File: src/rtl/fsm_1_pkg.sv
// fsm_1 shared types: state encoding, address map, response codes.
// Timeout limit is used only when FSM_1_EMPTY_TIMEOUT_EN is defined.
package fsm_1_pkg;

  typedef enum logic [3:0] {
    S_IDLE   = 4'b0001,
    S_AR     = 4'b0010,
    S_WAIT   = 4'b0100,
    S_RVALID = 4'b1000
  } state_e;

  localparam logic [7:0] ADDR_VARINT = 8'h00;
  localparam logic [7:0] ADDR_STATUS = 8'h08;
  localparam logic [7:0] ADDR_RAW    = 8'hF0;

  localparam logic [1:0] RESP_OKAY   = 2'b00;
  localparam logic [1:0] RESP_SLVERR = 2'b10;
  localparam logic [1:0] RESP_DECERR = 2'b11;

  localparam int unsigned TIMEOUT_LIMIT = 256;
  localparam int unsigned TO_W          = 8;

  typedef enum logic [1:0] {
    T_VARINT,
    T_RAW,
    T_STATUS,
    T_UNMAP
  } target_e;

  function automatic target_e decode(
    input logic [7:0] a
  );
    target_e t;
    t = T_UNMAP;
    if (a == ADDR_VARINT) t = T_VARINT;
    if (a == ADDR_RAW)    t = T_RAW;
    if (a == ADDR_STATUS) t = T_STATUS;
    return t;
  endfunction

endpackage

File: src/rtl/fsm_1_timeout.sv
// Empty-FIFO wait timer for fsm_1 (FSM_1_EMPTY_TIMEOUT_EN builds only).
// Counts consecutive FIFO_WAIT cycles; clears whenever the FSM is elsewhere.
module fsm_1_timeout
  import fsm_1_pkg::*;
(
  input  logic clk_i,
  input  logic rst_ni,
  input  logic run_i,
  output logic expired_o
);

  logic [TO_W-1:0] cnt_q;
  logic [TO_W-1:0] cnt_d;

  always_comb begin
    cnt_d = '0;
    if (run_i) cnt_d = cnt_q + 1'b1;
  end

  always_ff @(posedge clk_i or negedge rst_ni) begin
    if (!rst_ni) begin
      cnt_q <= '0;
    end else begin
      cnt_q <= cnt_d;
    end
  end

  assign expired_o = run_i &&
    (cnt_q == TO_W'(TIMEOUT_LIMIT - 1));

endmodule

File: src/rtl/fsm_1.sv
// AXI4 read slave draining a varint FIFO and a raw-data FIFO.
// Optional empty-FIFO timeout: define FSM_1_EMPTY_TIMEOUT_EN.
module fsm_1
  import fsm_1_pkg::*;
(
  input  logic        clk,
  input  logic        reset,
  input  logic [3:0]  axs_s0_arid,
  input  logic [31:0] axs_s0_araddr,
  input  logic [7:0]  axs_s0_arlen,
  input  logic [2:0]  axs_s0_arsize,
  input  logic [1:0]  axs_s0_arburst,
  input  logic        axs_s0_arvalid,
  output logic        axs_s0_arready,
  output logic [31:0] axs_s0_rdata,
  output logic [3:0]  axs_s0_rid,
  output logic [1:0]  axs_s0_rresp,
  output logic        axs_s0_rlast,
  output logic        axs_s0_rvalid,
  input  logic        axs_s0_rready,
  input  logic        varint_out_fifo_empty,
  input  logic [31:0] varint_out_fifo_data,
  output logic        varint_out_fifo_pop,
  input  logic        raw_data_out_fifo_empty,
  input  logic [31:0] raw_data_out_fifo_data,
  output logic        raw_data_out_fifo_pop,
  output logic [9:0]  index
);

  state_e      state_q, state_d;
  logic [3:0]  arid_q, arid_d;
  logic [7:0]  addr_q, addr_d;
  logic [7:0]  len_q, len_d;
  logic [7:0]  beat_q, beat_d;
  logic [31:0] rdata_q, rdata_d;
  logic [1:0]  rresp_q, rresp_d;
  logic [9:0]  index_q, index_d;
  target_e     tgt;
  logic        is_last;

  // Burst type and size are irrelevant: every beat hits the same FIFO.
  logic unused_ok;
  assign unused_ok = ^{axs_s0_arsize, axs_s0_arburst,
                       axs_s0_araddr[31:8]};

`ifdef FSM_1_EMPTY_TIMEOUT_EN
  logic to_exp;

  fsm_1_timeout u_timeout (
    .clk_i     (clk),
    .rst_ni    (reset),
    .run_i     (state_q == S_WAIT),
    .expired_o (to_exp)
  );
`endif

  assign tgt     = decode(addr_q);
  assign is_last = (beat_q == len_q);

  always_comb begin
    state_d             = state_q;
    arid_d              = arid_q;
    addr_d              = addr_q;
    len_d               = len_q;
    beat_d              = beat_q;
    rdata_d             = rdata_q;
    rresp_d             = rresp_q;
    index_d             = index_q;
    axs_s0_arready      = 1'b0;
    axs_s0_rvalid       = 1'b0;
    axs_s0_rlast        = 1'b0;
    varint_out_fifo_pop = 1'b0;
    raw_data_out_fifo_pop = 1'b0;

    unique case (1'b1)
      (state_q == S_IDLE): begin
        state_d = S_AR;
      end

      (state_q == S_AR): begin
        axs_s0_arready = 1'b1;
        if (axs_s0_arvalid) begin
          arid_d  = axs_s0_arid;
          addr_d  = axs_s0_araddr[7:0];
          len_d   = axs_s0_arlen;
          beat_d  = '0;
          state_d = S_WAIT;
        end
      end

      (state_q == S_WAIT): begin
        unique case (tgt)
          T_VARINT: begin
            if (!varint_out_fifo_empty) begin
              varint_out_fifo_pop = 1'b1;
              rdata_d = varint_out_fifo_data;
              rresp_d = RESP_OKAY;
              index_d = index_q + 10'd1;
              state_d = S_RVALID;
            end
`ifdef FSM_1_EMPTY_TIMEOUT_EN
            else if (to_exp) begin
              rdata_d = '0;
              rresp_d = RESP_SLVERR;
              state_d = S_RVALID;
            end
`endif
          end
          T_RAW: begin
            if (!raw_data_out_fifo_empty) begin
              raw_data_out_fifo_pop = 1'b1;
              rdata_d = raw_data_out_fifo_data;
              rresp_d = RESP_OKAY;
              index_d = index_q + 10'd1;
              state_d = S_RVALID;
            end
`ifdef FSM_1_EMPTY_TIMEOUT_EN
            else if (to_exp) begin
              rdata_d = '0;
              rresp_d = RESP_SLVERR;
              state_d = S_RVALID;
            end
`endif
          end
          T_STATUS: begin
            rdata_d = {30'b0, raw_data_out_fifo_empty,
                       varint_out_fifo_empty};
            rresp_d = RESP_OKAY;
            state_d = S_RVALID;
          end
          default: begin
            rdata_d = '0;
            rresp_d = RESP_DECERR;
            state_d = S_RVALID;
          end
        endcase
      end

      (state_q == S_RVALID): begin
        axs_s0_rvalid = 1'b1;
        axs_s0_rlast  = is_last;
        if (axs_s0_rready) begin
          if (is_last) begin
            state_d = S_AR;
          end else begin
            beat_d  = beat_q + 8'd1;
            state_d = S_WAIT;
          end
        end
      end

      default: begin
        state_d = S_IDLE;
      end
    endcase
  end

  always_ff @(posedge clk or negedge reset) begin
    if (!reset) begin
      state_q <= S_IDLE;
      arid_q  <= '0;
      addr_q  <= '0;
      len_q   <= '0;
      beat_q  <= '0;
      rdata_q <= '0;
      rresp_q <= '0;
      index_q <= '0;
    end else begin
      state_q <= state_d;
      arid_q  <= arid_d;
      addr_q  <= addr_d;
      len_q   <= len_d;
      beat_q  <= beat_d;
      rdata_q <= rdata_d;
      rresp_q <= rresp_d;
      index_q <= index_d;
    end
  end

  assign axs_s0_rdata = rdata_q;
  assign axs_s0_rid   = arid_q;
  assign axs_s0_rresp = rresp_q;
  assign index        = index_q;

endmodule

File: config.mk
export PLATFORM = sky130hd
export DESIGN_NAME = fsm_1
export DESIGN_NICKNAME = d
export VERILOG_FILES = /design/src/rtl/fsm_1_pkg.sv /design/src/rtl/fsm_1_timeout.sv /design/src/rtl/fsm_1.sv
export SDC_FILE = /design/constraint.sdc
export NUM_CORES = 1
export LEC_CHECK = 0
export BUFFER_PORTS_ARGS = -buffer_cell sky130_fd_sc_hd__buf_2
export CAP_MARGIN = 20
export CORE_AREA = 2 2 96 136
export DETAILED_ROUTE_END_ITERATION = 10
export DIE_AREA = 0 0 98 138
export PLACE_DENSITY = 0.59
export SYNTH_ARGS = -nofsm -noshare
export SYNTH_HDL_FRONTEND = slang
export SYNTH_SLANG_ARGS = --single-unit
export TNS_END_PERCENT = 20
File: constraint.sdc
create_clock -name clk -period 2.09 [get_ports clk]
set_input_delay 0.418 -clock clk [delete_from_list [all_inputs] [get_ports clk]]
set_output_delay 0.418 -clock clk [all_outputs]
set_load 0.05 [all_outputs]
==> run summary, run 1 <==
DR vias/cell - 4.69
Synth Register Bits - 75
most common cell after layout, fill and taps aside - buf_2
Unique masters post-synth - 39
vias - 3,157
mux cell area share after synthesis - 2.07%
worst hold path type - primary input to asynchronous set/reset pin
capturing point of the worst reg2reg path - index[1]
GRT Total Usage - 14.1%
DPL Wire Length - 6.93 mm
worst slew pin tran - 0.511 ns
die footprint - 13,500 µm²
CP arrival - 1.82 ns
filler cell count - 1,281
minimum clock period - 2.24 ns
Die Ht - 138 µm
Synth Area in Simple Gates - 19.6%
# diodes - 0
CTS Buffer Depth - 2
number of cells on the critical path - 4
Die Wd - 98 µm
Post-Synthesis Net Count - 483
global-route met1 utilization - 15.7%
slowest CP cell - or4_4
drt first pass iters - 4
gr busiest metal - met2
Sequential cell area - 1880 µm²
Syn. warnings - 0
Sink Count - 75
RSZ-0062 raised after global routing - yes
Area growth syn-to-layout - 38.1%
total power - 6.12 mW
most frequent cells in the layout - 138 x buf_2, 105 x nand2_1, 74 x dfrtp_1
PnR worst setup slack - -0.151 ns
critical path class - flop to output pin
Largest stage delay, worst path - 0.59 ns
Clock Tree Root - clkbuf_16
Post-Synth XOR/XNOR Area - 4.99%
peak supply drop - 0.497 mV
met3 Usage GRT - 3.79%
final worst path period share - 107%
first-pass GRT wire length - 15.3 mm
Critical path buffers and inverters - 1
Max FO, Critical Path - 3
Max Cap Violations - 0
maximum clock frequency - 446 MHz
footprint of the multi-input gates - 1550 µm²
GRT met2 Usage - 25.2%
CP required - 1.67 ns
Mean Syn Cell Area - 9.69 µm²
largest net degree at the start of global routing - 40
H-tree Lvls - 3
Starting DRT DRC Count - 94
Cells after DPL - 654
launch point of the worst reg-to-reg path - addr_q[0]
vias in the first global route - 3,184
# hold bufs at CTS - 0
CTS Buf Count - 9
Worst-Skew Late Latency - 0.33 ns
Worst-path clk slew - 0.06 ns
Final Skew - 0.00584 ns
Initial Utilization - 28.2%
Worst Setup End Kind - output pin
Mapped Cells - 362
crit-path leading delay family - simple AND/OR/NAND/NOR gates
Slew Limit Fails - 0
synthesized area - 3510 µm²
gr ovfl total - 0
I/O pin count - 172
Post-DP Area - 4520 µm²
Worst Setup Start Kind - flop
ys async rst share - 100%
area fraction in compound gates after synthesis - 15.2%
total wire length - 9.20 mm
outcome - finished with violations
WL/cell - 13.7 µm
final non-filler cell area - 4840 µm²
Leak Pwr - 2.50 nW
Pwr Density - 1260 nW/µm²
GPL Wtd Cong - 0.856
top_reg_cell synth - dfrtp_1
sequential area share after synthesis - 53.5%
fin nets - 636
# rows - 49
CTS tree - built
final setup fails - 3
hold slack - 0.0178 ns
final count of hold timing violations - 0
non-filler cells, final - 673
CORE AREA - 12,400 µm²
setup slack, reg-to-reg - 0.08 ns
Register-to-Register Path Depth - 6
failing checks - negative setup slack
Post-synth EDFFs - 0
Worst slew margin - 65.0%
Port-buffer cells - 142
Antenna Nets Post-Route - 0
Worst Setup SP - addr_q[0]
share of layout cells above drive strength 1 - 37.7%
initial antenna violation count - 0
DRC - 0
main combinational cell family by area after synthesis - simple AND/OR/NAND/NOR gates
CP Cell Sequence - or4_4 -> nor2b_4 -> nor3b_4 -> buf_12
end of the critical path - varint_out_fifo_pop
Post-Synth Adder-Cell Area - 0.714%
fin util - 38.9%
## power by group
part / total (mW) / internal [mW] / switching, mW
logic: 2.55 / 0.785 / 1.77
clock network: 1.40 / 0.831 / 0.565
registers: 2.18 / 1.88 / 0.294
total: 6.12 / 3.50 / 2.63
## how the worst min path moves through the flow
stage	end	slack, ns	from
6_report	axs_s0_rdata[10]	0.02	reset
5_1_grt	axs_s0_rdata[10]	0.04	reset
4_1_cts	axs_s0_rdata[10]	0.02	reset
3_5_place_dp	axs_s0_rdata[10]	0.38	reset
3_3_place_gp	axs_s0_rdata[10]	0.38	reset
2_1_floorplan	addr_q[0]	0.12	reset
## repair_timing
action                                  CTS  global route
endpoints found under the setup margin    3             5
gates resized for setup                   4             3
pin swaps                                 1             0
buffers inserted                          3             0
## sequential cells by signal, indices dropped and copies added (netlist names)
name / cells
axs_s0_rid: 4
beat_q: 8
index: 10
axs_s0_rresp: 1
state_q: 4
axs_s0_rdata: 32
addr_q: 8
len_q: 8
## metal layers
layer	share of wire, %	wire length [µm]
met1	39	3600
met2	52	4790
met3	7.1	652
met4	1.7	159
met5	0	0
## cell usage after synthesis (4+ instances only)
| library cell | n | area [µm²] |
|---|---|---|
| o21ai_0 | 25 | 125 |
| nor2_1 | 10 | 37.5 |
| nand2_1 | 105 | 394 |
| a22oi_1 | 33 | 248 |
| o21ai_1 | 12 | 60.1 |
| inv_1 | 4 | 15.0 |
| xor2_1 | 10 | 87.6 |
| dfrtp_1 | 74 | 1850 |
| buf_2 | 10 | 50.1 |
| clkbuf_1 | 6 | 22.5 |
| mux2i_1 | 5 | 50.1 |
| a21oi_1 | 6 | 30.0 |
| nand4_1 | 8 | 50.1 |
| xnor2_1 | 10 | 87.6 |
## area by class of cell
type / instances / share of cell area (%)
multi-input combinational: 262 / 32.1
timing repair buffer: 163 / 19.4
tap: 153 / 3.95
sequential: 75 / 38.8
inverter: 4 / 0.310
clock inverter: 3 / 0.310
clock buffer: 13 / 5.17
## per-stage QoR
step                setup slack, ns  setup TNS, ns
finish                       -0.151         -0.351
global route                 -0.223         -0.591
CTS                          -0.173         -0.381
detailed placement            0.121              0
global placement              0.144              0
floorplan                    -0.161         -0.321
## cell families (layout without fill, tap and decap cells)
kind of cell	Yosys count	after routing
simple gates	151	151
compound gates	82	82
flops	75	75
buf+inv	25	183
xor+xnor	20	20
mux	7	7
fa+ha+maj	2	2
(Power assumes the default switching activity.)
==> run 2: changes to the inputs <==
REMOVE_ABC_BUFFERS = 1   (was not set)
==> run summary, run 2 (synthesized netlist as in run 1, its figures left out) <==
outcome - finished with violations
failing checks - negative setup slack
Worst Setup Start Kind - flop
CP arrival - 1.85 ns (+0.03 ns)
CTS Buffer Depth - 2 (unchanged)
total power - 6.08 mW (-0.70%)
launch point of the worst reg-to-reg path - addr_q[2]
peak supply drop - 0.547 mV (+9.9%)
Clock power frac - 22.5% (-0.3 points)
Worst slew margin - 63.5% (-1.6 points)
Routed met1 length - 3.50 mm (-2.7%)
vias in the first global route - 3,060 (-3.9%)
DR vias/cell - 4.61 (-1.7%)
Final Skew - 0.00806 ns (+0.00222 ns)
met3 WL post-DR - 523 µm (-20%)
drt first pass iters - 4 (unchanged)
total wire length - 8.63 mm (-6.2%)
Internal - 3.46 mW (-0.94%)
Sw Pwr - 2.62 mW (-0.38%)
combinational power share - 42.2% (+0.5 points)
I/O pin count - 172 (unchanged)
Antenna Nets Post-Route - 0 (unchanged)
Die Ht - 138 µm (unchanged)
first-pass GRT wire length - 14.4 mm (-5.8%)
switching share of total power - 43.0% (+0.14 points)
most common cell after layout, fill and taps aside - buf_2
Initial Utilization - 28.2% (unchanged)
Clock Tree Root - clkbuf_16
Register-to-Register Path Depth - 7 (+1)
die footprint - 13,500 µm² (unchanged)
vias - 3,100 (-1.8%)
final setup fails - 3 (unchanged)
DP Worst Slack - 0.00921 ns (-0.112 ns)
most frequent cells in the layout - 138 x buf_2, 105 x nand2_1, 73 x dfrtp_1
worst slew pin tran - 0.548 ns (+0.0367 ns)
Port-buffer cells - 142 (unchanged)
GPL Wtd Cong - 0.770 (-10%)
Sink Count - 75 (unchanged)
Leak Pwr - 2.49 nW (-0.43%)
largest net degree at the start of global routing - 65 (+63%)
Pwr Density - 1260 nW/µm² (-0.24%)
critical path class - flop to output pin
capturing point of the worst reg2reg path - index[8]
fin nets - 636 (unchanged)
Worst Setup End Kind - output pin
# diodes - 0 (unchanged)
max reg flops - 32 (unchanged)
Top Metal Used - met4
Seq pwr share - 35.3% (-0.2 points)
CP required - 1.67 ns (about the same)
CTS Buf Count - 9 (unchanged)
setup slack, reg-to-reg - 0.12 ns (+0.04 ns)
maximum clock frequency - 441 MHz (-1.1%)
DRC - 0 (unchanged)
final worst path period share - 108% (+1.2 points)
Worst-Skew Late Latency - 0.33 ns (about the same)
Slew Limit Fails - 0 (unchanged)
worst hold path type - primary input to asynchronous set/reset pin
RSZ-0062 raised after global routing - yes
Max FO, Critical Path - 4 (+1)
minimum clock period - 2.27 ns (+0.0251 ns)
Die Wd - 98 µm (unchanged)
H-tree Lvls - 3 (unchanged)
GRT Total Usage - 13.0% (-1.1 points)
initial antenna violation count - 0 (unchanged)
WL met2 - 4.49 mm (-6.3%)
DPL Wire Length - 6.41 mm (-7.5%)
filler cell count - 1,270 (-0.86%)
Max Cap Violations - 0 (unchanged)
PnR worst setup slack - -0.176 ns (-0.0251 ns)
Worst-path clk slew - 0.06 ns (about the same)
WL/cell - 12.8 µm (-6.1%)
CTS tree - built
Starting DRT DRC Count - 49 (-48%)
# rows - 49 (unchanged)
share of layout cells above drive strength 1 - 38.2% (+0.46 points)
gr ovfl total - 0 (unchanged)
final count of hold timing violations - 0 (unchanged)
Area growth syn-to-layout - 37.5%
CORE AREA - 12,400 µm² (unchanged)
-- run 2: cell types whose count changed in the layout (fill, tap and decap cells not counted), sizes merged --
cell	delta
clkbuf	-3
clkinv	+1
clkinvlp	+1
-- run 2: power by group through the flow --
stage	clock (mW)	combinational, mW	sequential, mW
finish	1.37	2.57	2.15
global route	1.50	2.81	2.21
CTS	1.43	2.55	2.15
detailed placement	0	2.50	2.17
global placement	0	2.46	2.15
floorplan	0	0.843	3.03
-- run 2: layer usage --
metal | up-vias | GRT usage (%)
met5 | - | 0
li1 | 1561 | -
met4 | 0 | 4.02
met3 | 9 | 3.54
met2 | 93 | 22.8
met1 | 1437 | 15.4
-- run 2: metrics by stage --
step	hold WS (ns)	area (µm²)	util, %	TNS [ns]	std cells
after floorplan	0.122	3390	-	-5.18	341
after global placement	0.372	4440	35.6	0	652
after detailed placement	0.378	4440	35.6	0	652
after CTS	0.0150	4760	38.3	-0.450	669
after global routing	0.0321	4820	38.7	-0.594	672
final	0.00959	4820	38.7	-0.369	672
-- run 2: how the worst max path moves through the flow --
stage / slack [ns] / start / endpoint
floorplan: -1.21 / addr_q[2] / raw_data_out_fifo_pop
CTS: -0.20 / addr_q[0] / raw_data_out_fifo_pop
finish: -0.18 / addr_q[2] / raw_data_out_fifo_pop
global placement: 0.03 / addr_q[2] / varint_out_fifo_pop
detailed placement: 0.009 / addr_q[2] / raw_data_out_fifo_pop
global route: -0.24 / addr_q[2] / varint_out_fifo_pop
-- run 2: worst max-delay path, cell delays in order (launching register included) --
cell     delay [ns]
dfrtp_1        0.39
or4_4          0.60
nor2b_4        0.14
nor3b_4        0.20
buf_6          0.18
-- run 2: what timing repair did --
action,in CTS,in global routing
pin swaps,2,1
setup endpoints to repair,3,16
resized for setup,13,9
buffers inserted,2,3
hold buffers,0,0
-- run 2: final cells by class --
| type | instances | area, µm² | area share [%] |
|---|---|---|---|
| clock buffers | 10 | 229 | 4.75 |
| clock inverters | 5 | 31.3 | 0.649 |
| inverters | 4 | 15.0 | 0.311 |
| multi-input cells | 262 | 1550 | 32.1 |
| flip-flops and latches | 75 | 1880 | 39.0 |
| well taps | 153 | 191 | 3.97 |
| repair buffers | 163 | 930 | 19.3 |
